==> src/rtl/axi_wr_tlp_rx.sv <==
// AXI4 write responder for MCTP-over-PCIe VDM bursts: checks the TLP header on beat 0,
// streams payload beats downstream and answers with OKAY/SLVERR.
module axi_wr_tlp_rx #(
    parameter logic [15:0] VENDOR_ID = 16'h1AB4,
    parameter logic [7:0]  MSG_CODE  = 8'h7F,
    parameter logic [3:0]  HDR_VER   = 4'h1
) (
    input  logic         i_clk,
    input  logic         i_reset_n,

    input  logic [6:0]   I_AWID,
    input  logic [63:0]  I_AWADDR,
    input  logic [7:0]   I_AWLEN,
    input  logic [2:0]   I_AWSIZE,
    input  logic [1:0]   I_AWBURST,
    input  logic [63:0]  I_AWUSER,
    input  logic         I_AWLOCK,
    input  logic [3:0]   I_AWCACHE,
    input  logic [2:0]   I_AWPROT,
    input  logic         I_AWVALID,
    output logic         O_AWREADY,

    input  logic [255:0] I_WDATA,
    input  logic [31:0]  I_WSTRB,
    input  logic         I_WLAST,
    input  logic [15:0]  I_WUSER,
    input  logic         I_WVALID,
    output logic         O_WREADY,

    output logic [6:0]   O_BID,
    output logic [1:0]   O_BRESP,
    output logic         O_BVALID,
    input  logic         I_BREADY,

    output logic [127:0] O_HDR,
    output logic         O_HDR_VALID,
    output logic         O_HDR_ERR,

    output logic [255:0] O_PLD_DATA,
    output logic [31:0]  O_PLD_STRB,
    output logic         O_PLD_LAST,
    output logic         O_PLD_VALID,
    input  logic         I_PLD_READY,

    output logic [7:0]   O_ERR_CNT
);

    localparam logic [1:0] RESP_OKAY   = 2'b00;
    localparam logic [1:0] RESP_SLVERR = 2'b10;

    typedef enum logic [1:0] {
        IDLE = 2'd0,
        DATA = 2'd1,
        RESP = 2'd2
    } state_t;

    state_t       state;
    logic         aw_ready_q;
    logic [7:0]   aw_len_q;
    logic [7:0]   beat_cnt;
    logic         attr_err;
    logic         wlast_err;
    logic         hdr_err_flag;
    logic [6:0]   bid_q;
    logic [1:0]   bresp_q;
    logic         bvalid_q;
    logic [127:0] hdr_q;
    logic         hdr_valid_q;
    logic         hdr_err_q;
    logic [7:0]   err_cnt_q;

    logic in_data;
    logic aw_hs;
    logic w_hs;
    logic b_hs;
    logic first_beat;
    logic cnt_at_len;
    logic terminal;
    logic beat_wlast_err;
    logic hdr_fail;
    logic unused_inputs;

    function automatic logic hdr_check_fail(input logic [127:0] h);
        return (h[7:5] != 3'b011) ||
               (h[4:3] != 2'b10) ||
               (h[63:56] != MSG_CODE) ||
               ({h[87:80], h[95:88]} != VENDOR_ID) ||
               (h[99:96] != HDR_VER);
    endfunction

    assign in_data        = (state == DATA);
    assign aw_hs          = aw_ready_q && I_AWVALID;
    assign w_hs           = in_data && I_WVALID && I_PLD_READY;
    assign b_hs           = bvalid_q && I_BREADY;
    assign first_beat     = (beat_cnt == 8'd0);
    assign cnt_at_len     = (beat_cnt == aw_len_q);
    assign terminal       = I_WLAST || cnt_at_len;
    // Either an early WLAST or a missing one at the AWLEN beat is a protocol error
    assign beat_wlast_err = (I_WLAST != cnt_at_len);
    assign hdr_fail       = hdr_check_fail(I_WDATA[127:0]);

    assign unused_inputs = ^{I_AWADDR, I_AWUSER, I_AWLOCK, I_AWCACHE, I_AWPROT, I_WUSER};

    // W channel is a zero-latency pass-through; ready never looks at WVALID
    assign O_WREADY    = in_data && I_PLD_READY;
    assign O_PLD_VALID = in_data && I_WVALID;
    assign O_PLD_DATA  = in_data ? I_WDATA : 256'd0;
    assign O_PLD_STRB  = !in_data  ? 32'd0 :
                         first_beat ? {I_WSTRB[31:16], 16'h0000} : I_WSTRB;
    assign O_PLD_LAST  = in_data && I_WVALID && terminal;

    assign O_AWREADY   = aw_ready_q;
    assign O_BID       = bid_q;
    assign O_BRESP     = bresp_q;
    assign O_BVALID    = bvalid_q;
    assign O_HDR       = hdr_q;
    assign O_HDR_VALID = hdr_valid_q;
    assign O_HDR_ERR   = hdr_err_q;
    assign O_ERR_CNT   = err_cnt_q;

    always_ff @(posedge i_clk or negedge i_reset_n) begin
        if (!i_reset_n) begin
            state        <= IDLE;
            aw_ready_q   <= 1'b0;
            aw_len_q     <= 8'd0;
            beat_cnt     <= 8'd0;
            attr_err     <= 1'b0;
            wlast_err    <= 1'b0;
            hdr_err_flag <= 1'b0;
            bid_q        <= 7'd0;
            bresp_q      <= RESP_OKAY;
            bvalid_q     <= 1'b0;
            hdr_q        <= 128'd0;
            hdr_valid_q  <= 1'b0;
            hdr_err_q    <= 1'b0;
            err_cnt_q    <= 8'd0;
        end else begin
            hdr_valid_q <= 1'b0;
            case (state)
                IDLE: begin
                    aw_ready_q <= 1'b1;
                    if (aw_hs) begin
                        aw_ready_q <= 1'b0;
                        bid_q      <= I_AWID;
                        aw_len_q   <= I_AWLEN;
                        attr_err   <= (I_AWSIZE != 3'd5) || (I_AWBURST != 2'b01);
                        beat_cnt   <= 8'd0;
                        state      <= DATA;
                    end
                end
                DATA: begin
                    if (w_hs) begin
                        beat_cnt <= beat_cnt + 8'd1;
                        if (first_beat) begin
                            hdr_q        <= I_WDATA[127:0];
                            hdr_valid_q  <= 1'b1;
                            hdr_err_q    <= hdr_fail;
                            hdr_err_flag <= hdr_fail;
                        end
                        // The current beat's header/WLAST verdicts are folded in directly
                        // because their flags only land on this same edge
                        if (terminal) begin
                            wlast_err <= beat_wlast_err;
                            bvalid_q  <= 1'b1;
                            bresp_q   <= (attr_err || wlast_err || beat_wlast_err ||
                                          hdr_err_flag || (first_beat && hdr_fail))
                                         ? RESP_SLVERR : RESP_OKAY;
                            state     <= RESP;
                        end
                    end
                end
                RESP: begin
                    if (b_hs) begin
                        if ((bresp_q == RESP_SLVERR) && (err_cnt_q != 8'hFF))
                            err_cnt_q <= err_cnt_q + 8'd1;
                        bvalid_q     <= 1'b0;
                        bresp_q      <= RESP_OKAY;
                        attr_err     <= 1'b0;
                        wlast_err    <= 1'b0;
                        hdr_err_flag <= 1'b0;
                        aw_ready_q   <= 1'b1;
                        state        <= IDLE;
                    end
                end
                default: begin
                    aw_ready_q <= 1'b0;
                    bvalid_q   <= 1'b0;
                    state      <= IDLE;
                end
            endcase
        end
    end

endmodule

==> config.mk <==
export PLATFORM = sky130hd
export DESIGN_NAME = axi_wr_tlp_rx
export DESIGN_NICKNAME = d
export VERILOG_FILES = /design/src/rtl/axi_wr_tlp_rx.sv
export SDC_FILE = /design/constraint.sdc
export NUM_CORES = 1
export LEC_CHECK = 0
export ABC_AREA = 1
export CORE_AREA = 2 2 355 357
export CTS_CLUSTER_SIZE = 10
export DETAILED_ROUTE_END_ITERATION = 6
export DIE_AREA = 0 0 357 359
export DONT_BUFFER_PORTS = 1
export SYNTH_ARGS = -nofsm -noshare
export SYNTH_HDL_FRONTEND = slang
export SYNTH_SLANG_ARGS = --single-unit
==> constraint.sdc <==
create_clock -name i_clk -period 1.95 [get_ports i_clk]
set_clock_uncertainty 0.1 [all_clocks]
set_input_delay 0.195 -clock i_clk [delete_from_list [all_inputs] [get_ports i_clk]]
set_output_delay 0.195 -clock i_clk [all_outputs]
set_load 0.05 [all_outputs]
==> flow_summary.yaml, run 1 <==
yosys:
  synth_area_per_cell_um2: 7.27
  synth-main-ff-cell: "dfrtp_1"
  syn_area_um2: 9440
  yosysSeqAreaShare: 0.448
  syn_nets: 1770
  ys_seq_elements: 169
  async_flop_share: 1.00
  synth_area_leaders: "dfrtp_1 (45%), nor2_1 (13%), inv_1 (13%), o21ai_2 (10%), nand2_1 (9.3%)"
  yosysTopAreaCell: "dfrtp_1"
  synth_edf_count: 0
  synth_top_cell_area_share: 0.448
  ys_warn_count: 0
  synth_cell_type_count: 33
  synth_cells: 1299
floorplan:
  pin_count: 907
  initial_core_util: 0.0758
  coreArea_um2: 125000
  die_w_um: 357
  die_area_um2: 128000
  die_y_um: 359
  placementRows: 130
final_layout:
  n_fill_cell: 13429
  utilization: 0.187
  most-common-layout-cells: "inv_1 (311), nor2_4 (201), buf_12 (170), dfrtp_1 (167), dlygate4sd3_1 (149)"
  nNetsFinal: 2354
  area_growth_pct: 147
  design_area_um2: 23300
  layout-drive-gt1-share: 0.533
  final_common_cell: "inv_1"
placed_design:
  place_ws_ns: -0.0650
  io_buffers: 0
  place_hpwl_um: 71000
  placed_area_um2: 15400
  gp_congestion: 0.822
cts:
  clk_root_buffer_cell: "clkbuf_16"
  clock_latency_ns: 0.54
  cts.clk_slew.worst_paths_ns: 0.09
  cts_sinks: 169
  cts_buffers: 17
  clockBufferDepth: 2
  htree_levels: 4
  cts_tree: "yes"
worst_hold_path:
  hold_path.class: "input port to async pin"
run_status:
  violations: "negative hold slack, negative setup slack"
  outcome: "complete, but fails checks"
critical_path:
  endpoint_kind: "output port"
  critPathTopFamily: "simple AND/OR/NAND/NOR gates"
  cp.required_ns: 1.65
  cp.arrival_ns: 2.17
  path_max_fanout: 2
  critPathSlowestCell: "dfrtp_1"
  cpPeakStageDelay_ns: 0.41
  start_kind: "flip-flop"
  path_class: "flip-flop to output port"
  path_buf_inv: 2
  crit_chain: "buf_4, xor2_1, nor4_2, nand2_1, ha_2, nor3_4, buf_12"
global_route:
  globalRouteOverflowTotal: 0
  antenna_found_initial: 36
  first_global_vias: 11345
  grt_pass1_wl_um: 110000
  track_usage: 0.132
  grt_max_degree: 170
detailed_routing:
  routed_wl_um: 97700
  vias: 11657
  ant_nets: 0
  viasPerCell: 3.28
  dr.pass1.iters: 5
  drcViolationCount: 0
  wire_per_inst_um: 27.5
  drt_iter0_markers: 921
sta:
  worst_pin_slew_ns: 0.785
  max_freq_mhz: 405
  rsz0062_at_grt: "yes"
  relSlewSlack: 0.477
  period_share: 1.27
  worst_slack_ns: -0.520
  hold_slack_ns: -0.765
  hold_viol_final: 169
  period_needed_ns: 2.47
  setup_viol: 423
  drv_slew: 0
power:
  finalPower_mw: 47.1
  power_density_nw_per_um2: 2020
  peakVddDrop_uv: 1220
  leakagePower_nw: 10.6
run:
  maxCapViolations: 0
## layer usage
metal  track usage  up-vias  share of wire  wire (µm)
li1              -     4982              -          -
met1         0.134     5704           0.36      35200
met2         0.227      741           0.48      46800
met3        0.0699      180           0.12      11800
met4        0.0477       50          0.037       3590
met5             0        -         0.0036        350
## layout make-up
| cell class | instances | area (µm²) | share of cell area |
|---|---|---|---|
| timing repair buffer | 628 | 9090 | 0.390 |
| sequential | 169 | 4230 | 0.181 |
| multi-input combinational | 748 | 6070 | 0.260 |
| inverter | 319 | 1220 | 0.0523 |
| tap | 1650 | 2060 | 0.0885 |
| clock buffer | 17 | 425 | 0.0182 |
| antenna | 7 | 17.5 | 0.000751 |
| clock inverter | 15 | 208 | 0.00890 |
## what timing repair did
item	CTS	global route
setup endpoints to repair	347	439
resized for setup	367	656
pin swaps	11	21
gates cloned	19	48
setup buffers	16	32
endpoints found under the hold margin	321	170
hold buffers	148	1
## where the power goes
group	internal (mW)	leakage (nW)	switching, mW
Combinational	13.1	8.14	19.4
Clock	1.96	0.306	1.99
Sequential	4.85	2.15	5.75
Total	19.9	10.6	27.1
## worst register-to-register path, delay by kind of cell, from the launching register on
family,cells,cell delay [ns]
AO/OA/AOI/OAI,1,0.14
AND/OR/NAND/NOR,4,0.51
flip-flops,1,0.41
buffers and inverters,8,1.18
## synthesized netlist by cell type, types with 2 or more instances
library cell / number
clkbuf_1: 30
o21ai_0: 18
nand4_1: 2
nor4_1: 4
inv_2: 2
nor2_1: 318
dfrtp_1: 169
nor3_2: 2
buf_2: 2
nand2_1: 235
nor3_1: 7
inv_1: 317
buf_1: 4
nand3_1: 13
ha_1: 4
o21ai_1: 10
buf_6: 26
xor2_1: 10
a21oi_1: 3
o21ai_2: 110
## sequential cells by signal (all words and copies together) (netlist names), 2 cells and up
signal / cells
aw_len_q: 8
O_ERR_CNT: 8
state: 2
beat_cnt: 8
O_BID: 7
O_HDR: 128
## through the flow
step | instances | setup TNS, ns
finish | 3553 | -140.96
global route | 3550 | -169.26
CTS | 3469 | -120.74
detailed placement | 3254 | -0.323
global placement | 3254 | -0.301
floorplan | 1299 | -2.08
## final timing paths
| kind | startpoint | endpoint | slack (ns) | cells past startpoint |
|---|---|---|---|---|
| max in group asynchronous | i_reset_n | state[0] | 2.18 | 0 |
| min | i_reset_n | O_HDR[92] | -0.77 | 0 |
| max | beat_cnt[0] | O_PLD_LAST | -0.52 | 7 |
| min in group i_clk | I_WLAST | O_BRESP[1] | 0.11 | 6 |
| min reg2reg | O_HDR[65] | O_HDR[65] | 0.40 | 2 |
| max reg2reg | state[1] | O_HDR[36] | -0.47 | 13 |
## cell families after synthesis
kind of cell | share of synthesized area
DFF | 0.448
adders and majority gates | 0.00530
AOI/OAI and AO/OA | 0.121
other | 0.000397
buffers and inverters | 0.174
and+or+nand+nor | 0.241
xor gates and xnor gates | 0.0102
Power figures use the tool's default switching activity.
==> inputs of run 2 (changes only) <==
Settings changed: CORE_AREA 2 2 355 357 to 2 2 353 355, CTS_BUF_LIST from default to sky130_fd_sc_hd__clkbuf_8, DIE_AREA 0 0 357 359 to 0 0 355 357.
==> run 2 against run 1 <==
Net effect: sequential share of layout area increased by 1.6 points; sequential cell count unchanged; fmax decreased by 1.9%; core utilization decreased by 1.3 points; count of clock-buffer cells in the layout unchanged; largest cell class unchanged; the flow still finishes with violations (negative hold slack, negative setup slack).
==> flow_summary.yaml, run 2 (synthesis results as in run 1) <==
run_status:
  outcome: "complete, but fails checks"
  violations: "negative hold slack, negative setup slack"
critical_path:
  rr_endpoint: "O_HDR[82]"
  rr_startpoint: "state[0]"
  path_max_fanout: 7
  crit_chain: "nand2_8, buf_16, buf_16, clkbuf_16, nor2_4, buf_8"
  cp.arrival_ns: 2.22
  path_class: "flip-flop to output port"
  cp.required_ns: 1.65
  regToRegSetupSlack_ns: -0.46
  critPathMostFrequentCell: "buf_16"
  start_kind: "flip-flop"
  endpoint_kind: "output port"
  path_buf_inv: 4
  critPathSlowestCell: "dfrtp_2"
  cpPeakStageDelay_ns: 0.57
  ff2ff_path_depth: 11
  critPathTopFamily: "buffers and inverters"
power:
  power.switching_mw: 25.5
  switching_share: 0.594
  p_clk_frac: 0.063
  seq_power_share: 0.238
  p_int_mw: 17.4
  peakVddDrop_uv: 1260
  power_frac_comb: 0.698
  leakagePower_nw: 9.71
  power_density_nw_per_um2: 2000
floorplan:
  initial_core_util: 0.0767
  pin_count: 907
  placementRows: 129
  die_w_um: 355
  die_y_um: 357
  die_area_um2: 127000
  coreArea_um2: 123000
sta:
  drv_slew: 0
  max_freq_mhz: 397
  rsz0062_at_grt: "yes"
  hold_viol_final: 171
  worst_slack_ns: -0.566
  setup-tns-final_ns: -172.81
  period_needed_ns: 2.52
  hold_slack_ns: -0.868
  setup_viol: 441
  relSlewSlack: 0.561
  worst_pin_slew_ns: 0.658
  period_share: 1.29
cts:
  cts_buffers: 17
  clockBufferDepth: 2
  htree_levels: 4
  clk_root_buffer_cell: "clkbuf_8"
  clock_latency_ns: 0.63
  cts.clk_slew.worst_paths_ns: 0.15
  hold_buffers: 157
  cts_tree: "yes"
  cts_sinks: 169
detailed_routing:
  vias: 10994
  viasPerCell: 3.14
  wire_per_inst_um: 24.6
  drt_iter0_markers: 738
  drcViolationCount: 0
  dr.pass1.iters: 5
  routed_wl_um: 85900
  ant_nets: 0
placed_design:
  io_buffers: 0
  place_hpwl_um: 64400
  gp_congestion: 0.875
  place_ws_ns: -0.0498
  placed_area_um2: 15100
final_layout:
  largest_reg_flops: 128
  multi_input_area_um2: 5580
  area_growth_pct: 127
  utilization: 0.174
  regArea_um2: 4230
  n_fill_cell: 13484
  layout-drive-gt1-share: 0.463
  design_area_um2: 21400
  nNetsFinal: 2309
  final_common_cell: "inv_1"
  most-common-layout-cells: "inv_1 (313), nor2_4 (250), nand2_1 (232), dfrtp_1 (166), dlygate4sd3_1 (157)"
global_route:
  globalRouteOverflowTotal: 0
  grt_max_degree: 170
  grt_pass1_wl_um: 100000
  first_global_vias: 10684
  antenna_found_initial: 39
  track_usage: 0.121
run:
  maxCapViolations: 0
worst_hold_path:
  hold_path.class: "input port to async pin"
-- run 2: layout make-up --
class | instances | area share
diodes | 11 | 0.00128
flip-flops and latches | 169 | 0.197
repair buffers | 583 | 0.372
inverters | 319 | 0.0566
clock inverters | 14 | 0.00601
well taps | 1637 | 0.0955
multi-input cells | 748 | 0.260
clock buffers | 17 | 0.0109
-- run 2: how the worst max path moves through the flow --
stage	startpoint	slack, ns	endpoint	cells past startpoint
after CTS	beat_cnt[2]	-0.64	O_PLD_LAST	6
after floorplan	beat_cnt[0]	-0.19	O_PLD_STRB[10]	8
after global placement	beat_cnt[7]	-0.1	O_BRESP[1]	8
after detailed placement	beat_cnt[1]	-0.05	O_HDR[82]	10
after global routing	beat_cnt[2]	-0.70	O_PLD_LAST	6
final	state[0]	-0.57	O_PLD_STRB[23]	6
-- run 2: repair_timing --
action | in CTS | in global routing
endpoints found under the setup margin | 394 | 431
pin swaps | 8 | 20
resized for setup | 326 | 566
setup buffers | 14 | 20
endpoints found under the hold margin | 328 | 171
cloned | 9 | 23
-- run 2: routing by layer --
layer | track usage | routed length [µm]
met1 | 0.122 | 30100
met4 | 0.0550 | 3830
met2 | 0.207 | 42800
met5 | 0 | 363
met3 | 0.0617 | 8850
-- run 2: stage by stage --
step                hold WS, ns  total power, mW  cells
finish                   -0.868             42.9   3498
global placement         -0.197             31.0   3239
detailed placement       -0.196             31.2   3239
floorplan                -0.201             21.7   1299
CTS                       -1.01             37.8   3450
global route             -0.976             44.7   3494
-- run 2: power groups by stage --
stage	Combinational (mW)	Clock, mW	Sequential [mW]
detailed placement	20.9	0	10.2
finish	29.9	2.72	10.2
global placement	20.8	0	10.2
floorplan	11.5	0	10.2
global route	31.3	3.02	10.4
CTS	24.7	2.91	10.2
-- run 2: worst reg2reg max path: stages (launching register included) --
cell	delay, ns
dfrtp_2	0.57
nand2_8	0.18
buf_6	0.16
clkbuf_16	0.15
buf_4	0.14
nor2_4	0.09
nand2_2	0.11
nor2_4	0.17
inv_8	0.10
buf_12	0.29
nand2_1	0.18
o21ai_2	0.07
==> inputs of run 3 (changes only) <==
Settings changed: CAP_MARGIN from default to 20.
==> results of run 3 <==
No change in the layout: final DEF, timing and power equal those of run 2.
